--- src/rtl/instr_fetch_unit.sv ---
// Fetch stage: small loadable program memory sequenced by a PC,
// words handed to the decoder over a valid/ready handshake.
module instr_fetch_unit #(
   parameter int         ADDR_W  = 4,
   parameter int         INSTR_W = 18,
   parameter logic [3:0] HALT_OP = 4'b1000
) (
   input  logic               clk,
   input  logic               rst_n,
   input  logic               load_en,
   input  logic [ADDR_W-1:0]  load_addr,
   input  logic [INSTR_W-1:0] load_data,
   input  logic               start,
   input  logic               id_ready,
   output logic [INSTR_W-1:0] id,
   output logic               id_valid,
   output logic [ADDR_W-1:0]  pc,
   output logic               busy,
   output logic               halted
);

   typedef enum logic [1:0] {IDLE, FETCH, ISSUE, HALT} state_t;

   state_t             state, state_n;
   logic [INSTR_W-1:0] mem [2**ADDR_W];
   logic [INSTR_W-1:0] rd_q;
   logic [INSTR_W-1:0] id_n;
   logic [ADDR_W-1:0]  pc_n;
   logic               vld_n;
   logic               hlt_n;
   logic               ph;
   logic               ph_n;
   logic               wr_ok;

   assign wr_ok = (state == IDLE) || (state == HALT);
   assign busy  = (state == FETCH) || (state == ISSUE);

   always_ff @(posedge clk) begin
      if (load_en && wr_ok)
         mem[load_addr] <= load_data;
   end

   // pc is stable for both FETCH cycles, so rd_q is mem[pc] in phase 1
   always_ff @(posedge clk) begin
      rd_q <= mem[pc];
   end

   always_ff @(posedge clk or negedge rst_n) begin
      if (!rst_n) begin
         state    <= IDLE;
         ph       <= 1'b0;
         id       <= '0;
         id_valid <= 1'b0;
         pc       <= '0;
         halted   <= 1'b0;
      end else begin
         state    <= state_n;
         ph       <= ph_n;
         id       <= id_n;
         id_valid <= vld_n;
         pc       <= pc_n;
         halted   <= hlt_n;
      end
   end

   always_comb begin
      state_n = state;
      ph_n    = ph;
      id_n    = id;
      vld_n   = id_valid;
      pc_n    = pc;
      hlt_n   = halted;
      unique case (state)
         IDLE: begin
            if (start) begin
               pc_n    = '0;
               ph_n    = 1'b0;
               state_n = FETCH;
            end
         end
         FETCH: begin
            if (!ph) begin
               ph_n = 1'b1;
            end else begin
               ph_n    = 1'b0;
               id_n    = rd_q;
               vld_n   = 1'b1;
               state_n = ISSUE;
            end
         end
         ISSUE: begin
            if (id_ready) begin
               vld_n = 1'b0;
               if (id[INSTR_W-1 -: 4] == HALT_OP) begin
                  hlt_n   = 1'b1;
                  state_n = HALT;
               end else begin
                  pc_n    = pc + ADDR_W'(1);
                  state_n = FETCH;
               end
            end
         end
         HALT: begin
            if (start) begin
               hlt_n   = 1'b0;
               pc_n    = '0;
               ph_n    = 1'b0;
               state_n = FETCH;
            end
         end
         default: state_n = IDLE;
      endcase
   end

endmodule

--- config.mk ---
export PLATFORM = sky130hd
export DESIGN_NAME = instr_fetch_unit
export DESIGN_NICKNAME = d
export VERILOG_FILES = /design/src/rtl/instr_fetch_unit.sv
export SDC_FILE = /design/constraint.sdc
export NUM_CORES = 1
export LEC_CHECK = 0
export ABC_AREA = 1
export CAP_MARGIN = 30
export CORE_UTILIZATION = 55
export CTS_BUF_LIST = sky130_fd_sc_hd__clkbuf_8 sky130_fd_sc_hd__clkbuf_16
export CTS_CLUSTER_SIZE = 28
export DETAILED_ROUTE_END_ITERATION = 12
export PLACE_DENSITY = 0.76
export SLEW_MARGIN = 20
export SYNTH_ARGS = -nofsm -noshare
export SYNTH_HDL_FRONTEND = slang
export SYNTH_SLANG_ARGS = --single-unit
--- constraint.sdc ---
create_clock -name clk -period 2.5 [get_ports clk]
set_clock_uncertainty 0.2 [all_clocks]
set_input_delay 0.25 -clock clk [delete_from_list [all_inputs] [get_ports clk]]
set_output_delay 0.25 -clock clk [all_outputs]
set_load 0.05 [all_outputs]
# Word-level counts from Yosys, hierarchy flattened
# Memories as Yosys holds them, arrays and structs flattened. A register that Yosys moved wholly into a read port is not among the register bits.
# Cells that the tools add are included.
[totals]
register_bits = 27
ram_bits = 288
input_bits = 27
out_inout_bits = 25
word_cells = 53
memories = 1
[memory_table]
columns = ["name", "words", "width", "read_ports", "rd_clocked_by_memory_dff", "write_ports", "line_no", "rtl"]
rows = [
  ["mem", 16, 18, 1, 1, 1, "25", "logic [INSTR_W-1:0] mem [2**ADDR_W];"],
]
[classes]
addsub = 1
eq_ne = 10
muxes = 20
n_reduce_logical = 15
[ops]
columns = ["operator", "n"]
rows = [
  ["2-to-1 mux 4 bit", 3],
  ["2-to-1 mux 1 bit", 8],
  ["2-to-1 mux 2 bit", 4],
  ["inequality test 2 bit, second input constant", 4],
  ["case mux 4 bit (2 select lines)", 1],
  ["AND reduction 4 bit", 2],
  ["nonzero test 2 bit", 4],
  ["case mux 1 bit (2 select lines)", 3],
  ["case mux 2 bit (3 select lines)", 1],
  ["AND reduction 3 bit", 2],
  ["adder 4 x 1 -> 4 bit, second input constant", 1],
  ["== test 2 bit, second input constant", 2],
  ["== test 4 bit, second input constant", 1],
  ["inequality test 2 x 1 -> 1 bit, second input constant", 2],
  ["AND reduction 2 bit", 2],
  ["== test 2 x 1 -> 1 bit, second input constant", 1],
  ["logical NOT 2 bit", 1],
  ["logical OR 1 bit", 2],
  ["OR reduction 2 bit", 1],
  ["logical AND 1 bit", 1],
]

# Depth between registers and ports, before layout
[logic_depth]
word_depth = 5
ltp_mapped = 9
mapped_depth_nobuf = 9

# Worst setup path after synthesis
# Ideal clock, no wire load.
[synth_timing]
kind = "reg2reg"
from = "register state[0]"
to = "memory mem[4][0], enable pin"
setup_time_ps = 393
t_arrival_ps = 1857
required_time_ps = 1907
path_slack_ps = 51
path_stages_with_launch = 7
path_buffers = 0
period_less_slack_ps = 2449
cell_sequence = "dfrtp_1 inv_1 ha_1 nand2_1 inv_1 nand3b_1 nor2_1"
[synth_between]
elab_chain_cells = 5
word_cells_on_any_way = 6
classes_between = "eq/ne: 1; mux: 2; reduce/logical: 3"
[synth_rtl]
columns = ["element", "line_no", "rtl"]
rows = [
  ["from (decl)", "24", "state_t state, state_n;"],
  ["from (signal assigned)", "57", "state <= state_n;"],
  ["== test 2 bit / logical NOT 2 bit (equally long branches)", "35", "assign wr_ok = (state == IDLE) || (state == HALT);"],
  ["logical OR 1 bit *", "35", ""],
  ["logical AND 1 bit *", "39", "if (load_en && wr_ok)"],
  ["2-to-1 mux 1 bit *", "39", ""],
  ["2-to-1 mux 1 bit (not written as such) *", "40", "mem[load_addr] <= load_data;"],
  ["to (decl)", "25", ""],
]
# Every way passes the cells marked *; elsewhere a longest branch is shown, timed or not.

==> metrics.yaml <==
die:
  coreArea_um2: 24500
  pin_count: 52
  start_util_pct: 56.6
  rows: 57
  die_w_um: 161
  fp.dieArea_um2: 25900
  die_y_um: 161
cts:
  tritoncts: "built"
  post_cts_buffers: 0
  clock_latency_ns: 0.51
  root_buffer: "clkbuf_16"
  numCtsBuffers: 35
  clk_pin_slew_ns: 0.06
  clkSinkCount: 333
  clock_path_buffers: 3
  htreeDepth: 2
place:
  dpl_worst_slack_ns: 0.323
  numPlacedInstances: 1719
  place_area_um2: 15100
  hpwlAfterDp_um: 20300
  port_buffers: 51
  gp_congestion: 0.900
detailed_routing:
  drtAntennaViolNets: 0
  post_drt_wl_per_cell_um: 18.5
  dr.pass1.iters: 6
  drt-initial-drc-count: 1222
  drc_errors: 0
  vias: 9649
  wl_um: 32900
  routed_via_density: 5.41
synthesis:
  syn-cell-area_um2: 13900
  synthDistinctLibCells: 21
  yosysSeqAreaShare_pct: 69.8
  yosys_warnings: 0
  synth_cells: 1348
  syn_avg_cell_area_um2: 10.3
  syn_nets: 1379
  ys_ff_latch: 333
critical_path:
  path_cells: "inv_4, buf_4, nand2_1, nand3_1, nand3_1, nand3_1, nand2_1"
  slowest_stage: "dfrtp_4"
  max_stage_delay_ns: 0.63
  crit_path_start_kind: "flip-flop"
  cpMostUsedCell: "nand3_1"
  cp_num_buf_inv: 2
  critPathTopFamily: "buffers and inverters"
  crit_path_end_kind: "flip-flop"
  cp_data_arrival_time_ns: 2.44
  crit_type: "reg2reg"
  critPathRequiredTime_ns: 2.69
  worst-path-max-fanout: 34
timing:
  worst_slack_ns: 0.248
  tightest_slew_ns: 0.841
  relSlewSlack_pct: 43.9
  min_period_ns: 2.25
  fin_setup_tns_ns: 0
  rsz0062_at_grt: "no"
  fmax_ghz: 0.444
  hold_viol: 0
  post-route-period-util_pct: 90.1
  finalSetupViolCount: 0
  hold_ws_ns: 0.223
  drv_slew: 0
finish:
  utilization_pct: 66.6
  fin_nets: 1464
  insertedDiodeCount: 0
  fin_area_um2: 16300
  area_growth_pct: 17.7
  drive_gt1_share_pct: 9.19
  stdcell_count: 1782
hold_path:
  hp-class: "reg2reg"
global_routing:
  grt_max_degree: 80
  grt_antenna_before_repair: 0
  grt_overflow: 0
  grt_pass1_vias: 9427
  grt_usage_pct: 25.9
  grt_pass1_wl_um: 50400
power:
  clockPowerShare_pct: 31.9
  cell_internal_pwr_mw: 11.3
  pwr-share-seq_pct: 40.0
  p_switching_mw: 5.72
  p_total_mw: 17.0
  combPwrFrac_pct: 28.1
  power-per-cell-area_nw_per_um2: 1040
  power_leakage_nw: 7.11
  vdd_drop_max_v: 0.000845
  netSwitchingFraction_pct: 33.7
run_status:
  status: "finished, final reports clean"
run:
  drv_cap: 0
-- routing by layer --
metal | vias to the layer above | track usage [%] | wire, µm
met3 | 85 | 4.16 | 3290
li1 | 4484 | - | -
met4 | 0 | 11.1 | 1090
met1 | 4521 | 35.7 | 13100
met2 | 559 | 41.2 | 15500
met5 | - | 0 | 0
-- kinds of logic (layout without fill, tap and decap cells) --
kind of cell | after synthesis | after routing | synth area share (%)
AO/OA/AOI/OAI | 9 | 9 | 0.361
AND/OR/NAND/NOR | 708 | 708 | 21.2
adder cells (fa/ha/maj) | 4 | 4 | 0.361
buffers and inverters | 293 | 403 | 8.24
XOR/XNOR | 1 | 1 | 0.0631
flip-flops | 333 | 333 | 69.8
-- state kept, by name (all words and copies together), names as in the netlist --
| register | flops |
|---|---|
| mem | 288 |
| id | 18 |
| rd_q | 18 |
| pc | 4 |
| state | 2 |
| halted | 1 |
| id_valid | 1 |
| ph | 1 |
-- layout make-up --
cell class | count | area [µm²]
Clock buffer | 38 | 940
Clock inverter | 24 | 269
Fill cell | 1818 | 8200
Inverter | 234 | 881
Multi-Input combinational cell | 722 | 3090
Sequential cell | 333 | 9690
Tap cell | 324 | 405
Timing Repair Buffer | 107 | 1060
-- Yosys cell counts (all sizes together) --
cell,instances,share of area (%)
nand2,459,12
edfxtp,288,62
inv,234,6.3
nand3,221,8.0
buf,43,1.5
dfrtp,27,4.9
nor2,25,0.68
dfxtp,18,2.6
clkbuf,16,0.43
o21ai,5,0.18
ha,4,0.36
a21oi,2,0.072
a31oi,1,0.045
nand3b,1,0.054
nand4,1,0.045
o32ai,1,0.063
or2,1,0.045
xor2,1,0.063
-- final timing paths --
check / from / to / slack, ns / depth (start not counted)
setup / recovery: pc[0] / rd_q[7] / 0.25 / 7
hold / removal: rd_q[3] / id[3] / 0.22 / 2
setup reg to reg: pc[0] / rd_q[7] / 0.25 / 7
hold reg to reg: rd_q[3] / id[3] / 0.22 / 2
max in group asynchronous: rst_n / pc[0] / 1.35 / 3
min in group asynchronous: rst_n / id[0] / 0.46 / 3
-- timing repair --
item                                    4_1_cts  5_1_grt
endpoints found under the setup margin        1        0
hold buffers                                  1        0
hold endpoints to repair                     27        0
resized for setup                             1        0
-- worst register-to-register path, delay by kind of cell, from the launching register on --
family | cells | cell delay [ns]
simple gates | 5 | 0.57
buf+inv | 2 | 0.74
flops | 1 | 0.63
-- power groups by stage --
stage	registers, mW	clock network [mW]	logic [mW]
2_1_floorplan	7.37	0	2.55
4_1_cts	6.79	5.46	4.72
5_1_grt	6.84	5.65	5.16
3_5_place_dp	6.91	0	4.68
6_report	6.79	5.42	4.78
3_3_place_gp	6.88	0	4.59
-- layout by cell type (no fill, tap or decap) --
| cell | n |
|---|---|
| a21oi_1 | 2 |
| dlygate4sd2_1 | 1 |
| nand2_1 | 459 |
| nand3_1 | 221 |
| dfrtp_2 | 1 |
| inv_2 | 3 |
| o32ai_1 | 1 |
| ha_1 | 4 |
| dlygate4sd3_1 | 1 |
| or2_2 | 1 |
| buf_4 | 47 |
| nand4_1 | 1 |
| edfxtp_1 | 288 |
| clkbuf_8 | 1 |
| clkdlybuf4s50_1 | 47 |
| a31oi_1 | 1 |
| dfrtp_4 | 1 |
| nor2_1 | 9 |
| inv_1 | 236 |
| nand3b_1 | 1 |
| clkbuf_16 | 37 |
| clkinv_2 | 5 |
| clkinv_1 | 3 |
| dfrtp_1 | 25 |
| o21ai_0 | 5 |
| dfxtp_1 | 18 |
| xor2_1 | 1 |
| bufinv_16 | 6 |
| inv_4 | 1 |
| clkinvlp_4 | 4 |
| buf_12 | 11 |
| nor2_2 | 16 |
No activity file was read; power rests on OpenSTA's default activity.
